$ cat config.mk
export PLATFORM = sky130hd
export DESIGN_NAME = fp_operand_stage_flat
export DESIGN_NICKNAME = d
export VERILOG_FILES = /design/src/rtl/fp_operand_stage_if.sv /design/src/rtl/fp_operand_stage.sv /design/src/flat_wrapper.sv
export SDC_FILE = /design/constraint.sdc
export NUM_CORES = 1
export LEC_CHECK = 0
export CELL_PAD_IN_SITES_DETAIL_PLACEMENT = 2
export CELL_PAD_IN_SITES_GLOBAL_PLACEMENT = 2
export CORE_MARGIN = 10
export CORE_UTILIZATION = 32
export CTS_BUF_LIST = sky130_fd_sc_hd__clkbuf_16
export CTS_CLUSTER_SIZE = 28
export DETAILED_ROUTE_END_ITERATION = 7
export PLACE_DENSITY_LB_ADDON = 0.12
export SETUP_SLACK_MARGIN = 0.5
export SYNTH_ARGS = -nofsm -noshare
export SYNTH_HDL_FRONTEND = slang
export SYNTH_SLANG_ARGS = --single-unit
$ cat constraint.sdc
create_clock -name Clock -period 4.3 [get_ports Clock]
set_input_delay 0.43 -clock Clock [delete_from_list [all_inputs] [get_ports Clock]]
set_output_delay 0.43 -clock Clock [all_outputs]
set_load 0.005 [all_outputs]
$ cat src/rtl/fp_operand_stage_if.sv
// Handshake and result bundle between the FP adder operand stage and its neighbours.
// master drives operands and FlagResult; slave is the operand stage itself.
interface fp_operand_stage_if #(
  parameter int EXPBITS      = 8,
  parameter int MANTISSABITS = 23
);
  localparam int W = 1 + EXPBITS + MANTISSABITS;

  logic                    InValid;
  logic                    InReady;
  logic [W-1:0]            OpA;
  logic [W-1:0]            OpB;
  logic                    Go;
  logic                    FlagResult;
  logic                    SignA;
  logic                    SignB;
  logic [EXPBITS-1:0]      ExpA;
  logic [EXPBITS-1:0]      ExpB;
  logic [MANTISSABITS:0]   MantA;
  logic [MANTISSABITS:0]   MantB;
  logic                    ExpSet;
  logic [EXPBITS-1:0]      ExpDiff;
  logic [EXPBITS-1:0]      Diff;
  logic                    SpecialValid;
  logic [W-1:0]            SpecialResult;
  logic                    Error;

  modport master (
    output InValid, OpA, OpB, FlagResult,
    input  InReady, Go, SignA, SignB, ExpA, ExpB, MantA, MantB,
           ExpSet, ExpDiff, Diff, SpecialValid, SpecialResult, Error
  );

  modport slave (
    input  InValid, OpA, OpB, FlagResult,
    output InReady, Go, SignA, SignB, ExpA, ExpB, MantA, MantB,
           ExpSet, ExpDiff, Diff, SpecialValid, SpecialResult, Error
  );
endinterface

$ cat src/rtl/fp_operand_stage.sv
// FP adder operand stage: unpacks a handshaked operand pair, computes the exponent
// compare for the adder control FSM, and short-circuits NaN/Inf/zero operands.
//
// state   | meaning
// IDLE    | ready for a new operand pair
// DECODE  | register unpacked fields and classify
// ISSUE   | Go pulse to the control FSM
// WAIT    | wait for FlagResult under watchdog
// SPECIAL | SpecialValid pulse, bypass result
module fp_operand_stage #(
  parameter int EXPBITS      = 8,
  parameter int MANTISSABITS = 23,
  parameter int TIMEOUT      = 64
) (
  input logic               Clock,
  input logic               Reset,
  fp_operand_stage_if.slave bus
);
  localparam int W  = 1 + EXPBITS + MANTISSABITS;
  localparam int CW = (TIMEOUT > 2) ? $clog2(TIMEOUT) : 1;
  localparam logic [W-1:0] QNAN = {1'b0, {EXPBITS{1'b1}}, 1'b1, {(MANTISSABITS-1){1'b0}}};

  typedef enum logic [2:0] {IDLE, DECODE, ISSUE, WAIT, SPECIAL} state_t;

  state_t                 state_q, state_d;
  logic [W-1:0]           op_a_q, op_a_d, op_b_q, op_b_d;
  logic                   sign_a_q, sign_a_d, sign_b_q, sign_b_d;
  logic [EXPBITS-1:0]     exp_a_q, exp_a_d, exp_b_q, exp_b_d;
  logic [MANTISSABITS:0]  mant_a_q, mant_a_d, mant_b_q, mant_b_d;
  logic                   exp_set_q, exp_set_d;
  logic [EXPBITS-1:0]     exp_diff_q, exp_diff_d, diff_q, diff_d;
  logic [W-1:0]           special_result_q, special_result_d;
  logic [CW-1:0]          cnt_q, cnt_d;
  logic                   error_q, error_d;

  logic [EXPBITS-1:0]      fld_a, fld_b, eff_a, eff_b, abs_diff, sat_diff;
  logic [MANTISSABITS-1:0] frac_a, frac_b;
  logic [MANTISSABITS:0]   man_a, man_b;
  logic                    nan_a, nan_b, inf_a, inf_b, zero_a, zero_b;
  logic                    a_ge_b, is_special;
  logic [W-1:0]            special_val;

  always_comb begin
    fld_a    = op_a_q[W-2 -: EXPBITS];
    fld_b    = op_b_q[W-2 -: EXPBITS];
    frac_a   = op_a_q[MANTISSABITS-1:0];
    frac_b   = op_b_q[MANTISSABITS-1:0];
    // Denormals share the minimum normal exponent but carry no hidden bit.
    eff_a    = (fld_a == '0) ? EXPBITS'(1) : fld_a;
    eff_b    = (fld_b == '0) ? EXPBITS'(1) : fld_b;
    man_a    = {(fld_a != '0), frac_a};
    man_b    = {(fld_b != '0), frac_b};
    nan_a    = (&fld_a) && (frac_a != '0);
    nan_b    = (&fld_b) && (frac_b != '0);
    inf_a    = (&fld_a) && (frac_a == '0);
    inf_b    = (&fld_b) && (frac_b == '0);
    zero_a   = (fld_a == '0) && (frac_a == '0);
    zero_b   = (fld_b == '0) && (frac_b == '0);
    a_ge_b   = (eff_a > eff_b) || ((eff_a == eff_b) && (man_a >= man_b));
    abs_diff = (eff_a >= eff_b) ? (eff_a - eff_b) : (eff_b - eff_a);
    sat_diff = (abs_diff > EXPBITS'(MANTISSABITS)) ? EXPBITS'(MANTISSABITS) : abs_diff;

    is_special  = 1'b1;
    special_val = '0;
    if (nan_a || nan_b)
      special_val = QNAN;
    else if (inf_a && inf_b && (op_a_q[W-1] != op_b_q[W-1]))
      special_val = QNAN;
    else if (inf_a)
      special_val = op_a_q;
    else if (inf_b)
      special_val = op_b_q;
    else if (zero_a && zero_b)
      special_val = {op_a_q[W-1] & op_b_q[W-1], {(W-1){1'b0}}};
    else if (zero_a)
      special_val = op_b_q;
    else if (zero_b)
      special_val = op_a_q;
    else
      is_special = 1'b0;
  end

  always_comb begin
    state_d          = state_q;
    op_a_d           = op_a_q;
    op_b_d           = op_b_q;
    sign_a_d         = sign_a_q;
    sign_b_d         = sign_b_q;
    exp_a_d          = exp_a_q;
    exp_b_d          = exp_b_q;
    mant_a_d         = mant_a_q;
    mant_b_d         = mant_b_q;
    exp_set_d        = exp_set_q;
    exp_diff_d       = exp_diff_q;
    diff_d           = diff_q;
    special_result_d = special_result_q;
    cnt_d            = cnt_q;
    error_d          = error_q;

    case (state_q)
      IDLE: begin
        if (bus.InValid) begin
          op_a_d  = bus.OpA;
          op_b_d  = bus.OpB;
          state_d = DECODE;
        end
      end
      DECODE: begin
        sign_a_d   = op_a_q[W-1];
        sign_b_d   = op_b_q[W-1];
        exp_a_d    = eff_a;
        exp_b_d    = eff_b;
        mant_a_d   = man_a;
        mant_b_d   = man_b;
        exp_set_d  = a_ge_b;
        exp_diff_d = abs_diff;
        diff_d     = sat_diff;
        if (is_special) begin
          special_result_d = special_val;
          state_d          = SPECIAL;
        end else begin
          state_d = ISSUE;
        end
      end
      ISSUE: begin
        cnt_d   = '0;
        state_d = WAIT;
      end
      WAIT: begin
        cnt_d = cnt_q + CW'(1);
        // FlagResult takes priority over a coincident watchdog expiry.
        if (bus.FlagResult) begin
          state_d = IDLE;
        end else if (cnt_q == CW'(TIMEOUT-1)) begin
          error_d = 1'b1;
          state_d = IDLE;
        end
      end
      SPECIAL: state_d = IDLE;
      default: state_d = IDLE;
    endcase
  end

  always_ff @(posedge Clock or negedge Reset) begin
    if (!Reset) begin
      state_q          <= IDLE;
      op_a_q           <= '0;
      op_b_q           <= '0;
      sign_a_q         <= 1'b0;
      sign_b_q         <= 1'b0;
      exp_a_q          <= '0;
      exp_b_q          <= '0;
      mant_a_q         <= '0;
      mant_b_q         <= '0;
      exp_set_q        <= 1'b0;
      exp_diff_q       <= '0;
      diff_q           <= '0;
      special_result_q <= '0;
      cnt_q            <= '0;
      error_q          <= 1'b0;
    end else begin
      state_q          <= state_d;
      op_a_q           <= op_a_d;
      op_b_q           <= op_b_d;
      sign_a_q         <= sign_a_d;
      sign_b_q         <= sign_b_d;
      exp_a_q          <= exp_a_d;
      exp_b_q          <= exp_b_d;
      mant_a_q         <= mant_a_d;
      mant_b_q         <= mant_b_d;
      exp_set_q        <= exp_set_d;
      exp_diff_q       <= exp_diff_d;
      diff_q           <= diff_d;
      special_result_q <= special_result_d;
      cnt_q            <= cnt_d;
      error_q          <= error_d;
    end
  end

  assign bus.InReady       = (state_q == IDLE);
  assign bus.Go            = (state_q == ISSUE);
  assign bus.SpecialValid  = (state_q == SPECIAL);
  assign bus.SignA         = sign_a_q;
  assign bus.SignB         = sign_b_q;
  assign bus.ExpA          = exp_a_q;
  assign bus.ExpB          = exp_b_q;
  assign bus.MantA         = mant_a_q;
  assign bus.MantB         = mant_b_q;
  assign bus.ExpSet        = exp_set_q;
  assign bus.ExpDiff       = exp_diff_q;
  assign bus.Diff          = diff_q;
  assign bus.SpecialResult = special_result_q;
  assign bus.Error         = error_q;
endmodule
$ cat src/flat_wrapper.sv
// flat-port wrapper written by rule: the top's interface ports become plain ports
module fp_operand_stage_flat 
#(
  parameter int EXPBITS      = 8,
  parameter int MANTISSABITS = 23,
  parameter int TIMEOUT      = 64
)
  (Clock, Reset, bus_InValid, bus_OpA, bus_OpB, bus_FlagResult, bus_InReady, bus_Go, bus_SignA, bus_SignB, bus_ExpA, bus_ExpB, bus_MantA, bus_MantB, bus_ExpSet, bus_ExpDiff, bus_Diff, bus_SpecialValid, bus_SpecialResult, bus_Error);
  fp_operand_stage_if #(.EXPBITS(EXPBITS), .MANTISSABITS(MANTISSABITS)) bus_i ();
  input logic Clock;
  input logic Reset;
  input wire logic [$bits(bus_i.InValid)-1:0] bus_InValid;
  input wire logic [$bits(bus_i.OpA)-1:0] bus_OpA;
  input wire logic [$bits(bus_i.OpB)-1:0] bus_OpB;
  input wire logic [$bits(bus_i.FlagResult)-1:0] bus_FlagResult;
  output wire logic [$bits(bus_i.InReady)-1:0] bus_InReady;
  output wire logic [$bits(bus_i.Go)-1:0] bus_Go;
  output wire logic [$bits(bus_i.SignA)-1:0] bus_SignA;
  output wire logic [$bits(bus_i.SignB)-1:0] bus_SignB;
  output wire logic [$bits(bus_i.ExpA)-1:0] bus_ExpA;
  output wire logic [$bits(bus_i.ExpB)-1:0] bus_ExpB;
  output wire logic [$bits(bus_i.MantA)-1:0] bus_MantA;
  output wire logic [$bits(bus_i.MantB)-1:0] bus_MantB;
  output wire logic [$bits(bus_i.ExpSet)-1:0] bus_ExpSet;
  output wire logic [$bits(bus_i.ExpDiff)-1:0] bus_ExpDiff;
  output wire logic [$bits(bus_i.Diff)-1:0] bus_Diff;
  output wire logic [$bits(bus_i.SpecialValid)-1:0] bus_SpecialValid;
  output wire logic [$bits(bus_i.SpecialResult)-1:0] bus_SpecialResult;
  output wire logic [$bits(bus_i.Error)-1:0] bus_Error;
  assign bus_i.InValid = bus_InValid;
  assign bus_i.OpA = bus_OpA;
  assign bus_i.OpB = bus_OpB;
  assign bus_i.FlagResult = bus_FlagResult;
  assign bus_InReady = bus_i.InReady;
  assign bus_Go = bus_i.Go;
  assign bus_SignA = bus_i.SignA;
  assign bus_SignB = bus_i.SignB;
  assign bus_ExpA = bus_i.ExpA;
  assign bus_ExpB = bus_i.ExpB;
  assign bus_MantA = bus_i.MantA;
  assign bus_MantB = bus_i.MantB;
  assign bus_ExpSet = bus_i.ExpSet;
  assign bus_ExpDiff = bus_i.ExpDiff;
  assign bus_Diff = bus_i.Diff;
  assign bus_SpecialValid = bus_i.SpecialValid;
  assign bus_SpecialResult = bus_i.SpecialResult;
  assign bus_Error = bus_i.Error;
  fp_operand_stage #(.EXPBITS(EXPBITS), .MANTISSABITS(MANTISSABITS), .TIMEOUT(TIMEOUT)) u_core (.Clock(Clock), .Reset(Reset), .bus(bus_i));
endmodule
### Word level (Yosys, flattened, before mapping)

Cells that the tools add are included.
W data, S select, Z words.

| word-level totals | value |
|---|---|
| output and inout bits | 119 |
| input bits | 68 |
| register bits after elaboration | 189 |
| logic and storage cells | 85 |

| cells by class | value |
|---|---|
| bitwise operators | 2 |
| equal/unequal tests | 9 |
| mux-type cells | 24 |
| magnitude comparators | 4 |
| reductions and logical operators | 28 |
| add/sub/neg operators | 3 |

Operators by type and width:

| kind | number |
|---|---|
| $mux W32 | 7 |
| $logic_not A23 Y1 | 2 |
| $reduce_bool A23 Y1 | 2 |
| $mux W8 | 4 |
| $ge A24 B24 Y1 | 1 |
| $logic_not A8 Y1 | 2 |
| $reduce_and A8 Y1 | 2 |
| $reduce_bool A8 Y1 | 2 |
| $sub A8 B8 Y8 | 2 |
| $mux W3 | 4 |
| $pmux W3 S4 | 1 |
| $pmux W6 S2 | 1 |
| $logic_and A1 B1 Y1 | 10 |
| $eq A8 B8 Y1 | 1 |
| $ge A8 B8 Y1 | 1 |
| $gt A8 B5 Y1 const B | 1 |
| $gt A8 B8 Y1 | 1 |
| $mux W1 | 7 |
| $add A6 B1 Y6 const B | 1 |
| $eq A3 B2 Y1 const B | 2 |
| $eq A6 B6 Y1 const B | 1 |
| $reduce_and A2 Y1 | 3 |
| $eq A3 B1 Y1 const B | 1 |
| $eq A3 B3 Y1 const B | 1 |
| 9 further kinds | 10 |

### Depth between registers and ports, before layout

| logic depth | value |
|---|---|
| depth after elaboration | 11 |
| mapped depth | 15 |
| mapped depth without buffers | 14 |

### Worst setup path after synthesis

No wires, ideal clock.

| path | value |
|---|---|
| kind | register to register |
| start point | register u_core.op_b_q[30] |
| end point | register u_core.diff_q[3] (netlist: u_core.bus.Diff[3]) |
| required time | 4.178 ns |
| library setup time | 0.122 ns |
| path buffers | 0 |
| period minus slack after synthesis | 3.230 ns |
| path slack | 1.070 ns |
| data arrival time | 3.108 ns |
| stages on the path, launching flop included | 14 |
| path through | dfrtp_1 > or4_4 > nor2_4 > nor2_1 > inv_1 > ha_1 > fa_1 > o211ai_1 > a221oi_2 > mux2_2 > o311ai_1 > xnor2_1 > and4_4 > a32o_1 |

| on the way | value |
|---|---|
| word-level cells in the longest chain between the ends | 6 |
| elaborated cells between the ends (all ways) | 8 |
| classes of those cells | add/sub (2); order compare (2); mux (3); reduce/logical (1) |

RTL lines:

| element | line | text |
|---|---|---|
| start, declared | fp_operand_stage.sv:26 | `logic [W-1:0] op_a_q, op_a_d, op_b_q, op_b_d;` |
| start signal, assigned | fp_operand_stage.sv:164 | `op_b_q <= op_b_d;` |
| $logic_not A8 Y1 (*) | fp_operand_stage.sv:50 | `eff_b = (fld_b == '0) ? EXPBITS'(1) : fld_b;` |
| $mux W8 (*) | fp_operand_stage.sv:50 |  |
| via u_core.eff_b[0] | fp_operand_stage.sv:36 | `logic [EXPBITS-1:0] fld_a, fld_b, eff_a, eff_b, abs_diff, sat_diff;` |
| $sub A8 B8 Y8 or $ge A8 B8 Y1 (tied branches) | fp_operand_stage.sv:60 | `abs_diff = (eff_a >= eff_b) ? (eff_a - eff_b) : (eff_b - eff_a);` |
| $mux W8 (*) | fp_operand_stage.sv:60 |  |
| $gt A8 B5 Y1 | fp_operand_stage.sv:61 | `sat_diff = (abs_diff > EXPBITS'(MANTISSABITS)) ? EXPBITS'(MANTISSABITS) : abs_diff;` |
| $mux W8 (*) | fp_operand_stage.sv:61 |  |
| end signal, assigned | fp_operand_stage.sv:173 | `diff_q <= diff_d;` |
| end, declared | fp_operand_stage.sv:31 | `logic [EXPBITS-1:0] exp_diff_q, exp_diff_d, diff_q, diff_d;` |

Mark *: on every way through the listed nets, which the timed path passes. The rest lies on a longest branch.
A chain may end at the register's enable or synchronous reset.

### Worst setup path after layout

| path | value |
|---|---|
| start point | register u_core.op_b_q[29] |
| end point | register u_core.diff_q[3] (netlist: u_core.bus.Diff[3]) |

Same word-level chain as after synthesis.

==> flow_metrics.py <==
metrics = {
    "setup_path": {
        "arrival_ns": 4.01,
        "setup.worst_path.end": "u_core.bus.Diff[3]",
        "worstSetupStartpoint": "u_core.op_b_q[29]",
        "cp_max_fo": 5,
        "rr_startpoint": "u_core.op_b_q[29]",
        "path_class": "flop to flop",
        "rr_worst_depth": 13,
        "regToRegEndpoint": "u_core.bus.Diff[3]",
        "r2r_slack_ns": 0.66,
        "end_kind": "flop",
        "crit_required_ns": 4.67,
        "critPathLaunchType": "flop",
    },
    "route": {
        "antenna_left": 0,
        "num_vias": 7160,
        "drtPass1Iterations": 4,
        "drtIter0Drc": 458,
        "routed_wl_um": 31320,
        "wl_per_cell_um": 22.28,
        "viasPerCell": 5.092,
        "drc": 0,
    },
    "floorplanning": {
        "start_util_pct": 32.54,
        "core_sq_mm": 0.02695,
        "ioPinCount": 187,
        "die_x_um": 185.5,
        "fp.dieArea_sq_mm": 0.03443,
        "die_h_um": 185.5,
        "num_rows": 60,
    },
    "synth": {
        "syn_avg_cell_area_sq_um": 9.799,
        "syn_nets": 1006,
        "yosys-top-cells-count": "nand2_1, dfrtp_1, o21ai_0",
        "synthCells": 895,
        "async_flop_share_pct": 100.0,
        "synth_cell_types": 53,
        "syn-cell-area_sq_mm": 0.008770,
        "synth_warnings": 0,
        "ys_seq_area_share_pct": 53.93,
        "synth_edf_count": 0,
        "yosysTopAreaCellShare_pct": 53.93,
        "yosys.area.top_type": "dfrtp_1",
        "ys_seq_elements": 189,
        "yosys-top-cells-area": "dfrtp_1, nand2_1, o21ai_0",
        "synth_top_flop_cell": "dfrtp_1",
        "synth_most_common_cell": "nand2_1",
    },
    "grt": {
        "overflow": 0,
        "grt_pass1_vias": 8012,
        "grt_pass1_wl_um": 49450,
        "grt_max_degree": 91,
        "track_usage_pct": 18.56,
        "antenna_found_initial": 2,
    },
    "job": {
        "max_cap_violations": 0,
    },
    "sta": {
        "min_period_ns": 3.639,
        "holdWs_ns": 0.04174,
        "slew_headroom_pct": 30.37,
        "maxSlewViolCount": 0,
        "setup_violations": 0,
        "fmax_mhz": 274.8,
        "rsz0062_at_grt": "false",
        "final.period_utilization_pct": 84.63,
        "max_slew.worst_pin.slew_ns": 1.044,
        "tns_ns": 0,
        "finalHoldViolations": 0,
        "clock_skew_ns": 0.02126,
    },
    "clocking": {
        "clock-root-buffer": "clkbuf_16",
        "clkSinkCount": 189,
        "cts_buffers": 17,
        "cts-htree-levels": 4,
        "clock_path_buffers": 2,
        "cts_tree": "built",
        "insertion_delay_ns": 0.44,
        "clkTransAtPathRegs_ns": 0.08,
    },
    "power_and_ir_drop": {
        "power.total_mw": 8.875,
        "ir_drop_v": 0.0003334,
        "p_seq_share_pct": 35.9,
        "power.share.combinational_pct": 46.0,
        "switchingPower_mw": 3.703,
        "internal_power_mw": 5.172,
        "p_leak_nw": 5.061,
        "swShare_pct": 41.73,
        "powerDensity_mw_per_mm2": 769.6,
        "clkPwrFrac_pct": 18.1,
    },
    "layout": {
        "design_area_sq_mm": 0.01153,
        "multi_input_area_sq_mm": 0.003646,
        "syn2layout_area_growth_pct": 31.50,
        "layout.nets": 1161,
        "layout-drive-gt1-share_pct": 8.373,
        "fill_cells": 2899,
        "seq_area_sq_mm": 0.004731,
    },
    "placed_design": {
        "dp_hpwl_um": 22880,
        "place_area_sq_mm": 0.01092,
        "routabilityCongestion": 0.8284,
        "port_buffers": 186,
    },
    "worst_hold_path": {
        "hold_class": "input port to async pin",
    },
    "run_status": {
        "status": "finished, final reports clean",
    },
}
sequential cells by signal, summed over array words and instances, names as in the netlist, 24 cells and up:
name and count:
u_core.bus.MantA 24, u_core.bus.MantB 24, u_core.op_b_q 32, u_core.op_a_q 32, u_core.bus.SpecialResult 32
power by group through the flow:
stage | combinational (mW) | sequential, mW | clock, mW
2_1_floorplan | 2.35 | 2.97 | 0
4_1_cts | 4.10 | 3.19 | 1.65
5_1_grt | 4.63 | 3.30 | 1.74
6_report | 4.08 | 3.19 | 1.61
3_5_place_dp | 4.06 | 3.22 | 0
3_3_place_gp | 3.95 | 3.18 | 0
layout by cell type (no fill, tap or decap), drive strengths merged, types with 3 or more instances in the layout:
| cell type | Yosys | routed |
|---|---|---|
| nand2 | 206 | 206 |
| dfrtp | 189 | 189 |
| clkdlybuf4s50 | 0 | 185 |
| o21ai | 121 | 121 |
| inv | 46 | 51 |
| ha | 41 | 41 |
| mux2 | 31 | 31 |
| nor2 | 23 | 23 |
| a22oi | 22 | 22 |
| a21oi | 19 | 19 |
| clkbuf | 56 | 18 |
| a22o | 14 | 14 |
| nor4 | 13 | 13 |
| buf | 6 | 12 |
| nand4 | 10 | 10 |
| nand3 | 10 | 10 |
| nand2b | 9 | 9 |
| a21o | 9 | 9 |
| o22a | 9 | 9 |
| nor3 | 8 | 8 |
| a31oi | 6 | 6 |
| clkinv | 0 | 6 |
| xnor2 | 5 | 5 |
| and2 | 5 | 5 |
| nor2b | 4 | 4 |
| and3 | 4 | 4 |
| mux2i | 4 | 4 |
| clkinvlp | 0 | 3 |
cells by family (layout without fill, tap and decap cells):
group	after synthesis	in the layout	synth area share, %
and+or+nand+nor	298	298	14.85
AOI/OAI and AO/OA	216	216	14.98
DFF	189	189	53.93
buffers and inverters	108	276	4.851
adders and majority gates	43	43	6.306
muxes	35	35	4.480
xor gates and xnor gates	6	6	0.5992
other	0	2	0
critical path, stage by stage, from the launching register on:
cell	delay, ns
dfrtp_1	0.43
or4_4	0.55
nor2_4	0.18
nor2_1	0.10
inv_1	0.07
ha_1	0.17
fa_1	0.24
o211ai_1	0.15
a221oi_2	0.36
mux2_2	0.41
o311ai_2	0.27
xnor2_1	0.19
and4_4	0.29
a32o_1	0.16
how the worst min path moves through the flow:
stage	slack, ns	start	cells past startpoint	to
floorplan	0.13	Reset	0	u_core.bus.Diff[0]
global placement	0.44	u_core.bus.Error	1	u_core.bus.Error
detailed placement	0.45	u_core.bus.Error	1	u_core.bus.Error
CTS	0.08	Reset	1	u_core.cnt_q[5]
global route	0.08	Reset	1	u_core.cnt_q[5]
finish	0.04	Reset	1	u_core.cnt_q[5]
stage by stage:
stage | utilization, % | instances | setup WS [ns]
after floorplan | - | 895 | 1.070
after global placement | 40.53 | 1371 | 0.8934
after detailed placement | 40.53 | 1371 | 0.7511
after CTS | 42.68 | 1403 | 0.6474
after global routing | 42.77 | 1404 | 0.4582
final | 42.79 | 1406 | 0.6610
what timing repair did:
action / in CTS / in global routing
buffers inserted: 0 / 1
setup endpoints to repair: 0 / 6
hold buffers: 0 / 0
resized for setup: 0 / 5
cell type report:
| type | count | area share (%) |
|---|---|---|
| Antenna cell | 2 | 0.04340 |
| Inverter | 46 | 1.497 |
| Timing Repair Buffer | 198 | 17.10 |
| Clock inverter | 15 | 1.334 |
| Tap cell | 341 | 3.700 |
| Multi-Input combinational cell | 598 | 31.62 |
| Sequential cell | 189 | 41.02 |
| Clock buffer | 17 | 3.689 |
per-layer routing:
layer	GRT usage [%]	wire length, um
met1	24.48	14430
met2	29.70	14760
met3	5.108	1832
met4	4.031	297
met5	0	0
No activity file was read; power rests on OpenSTA's default activity.
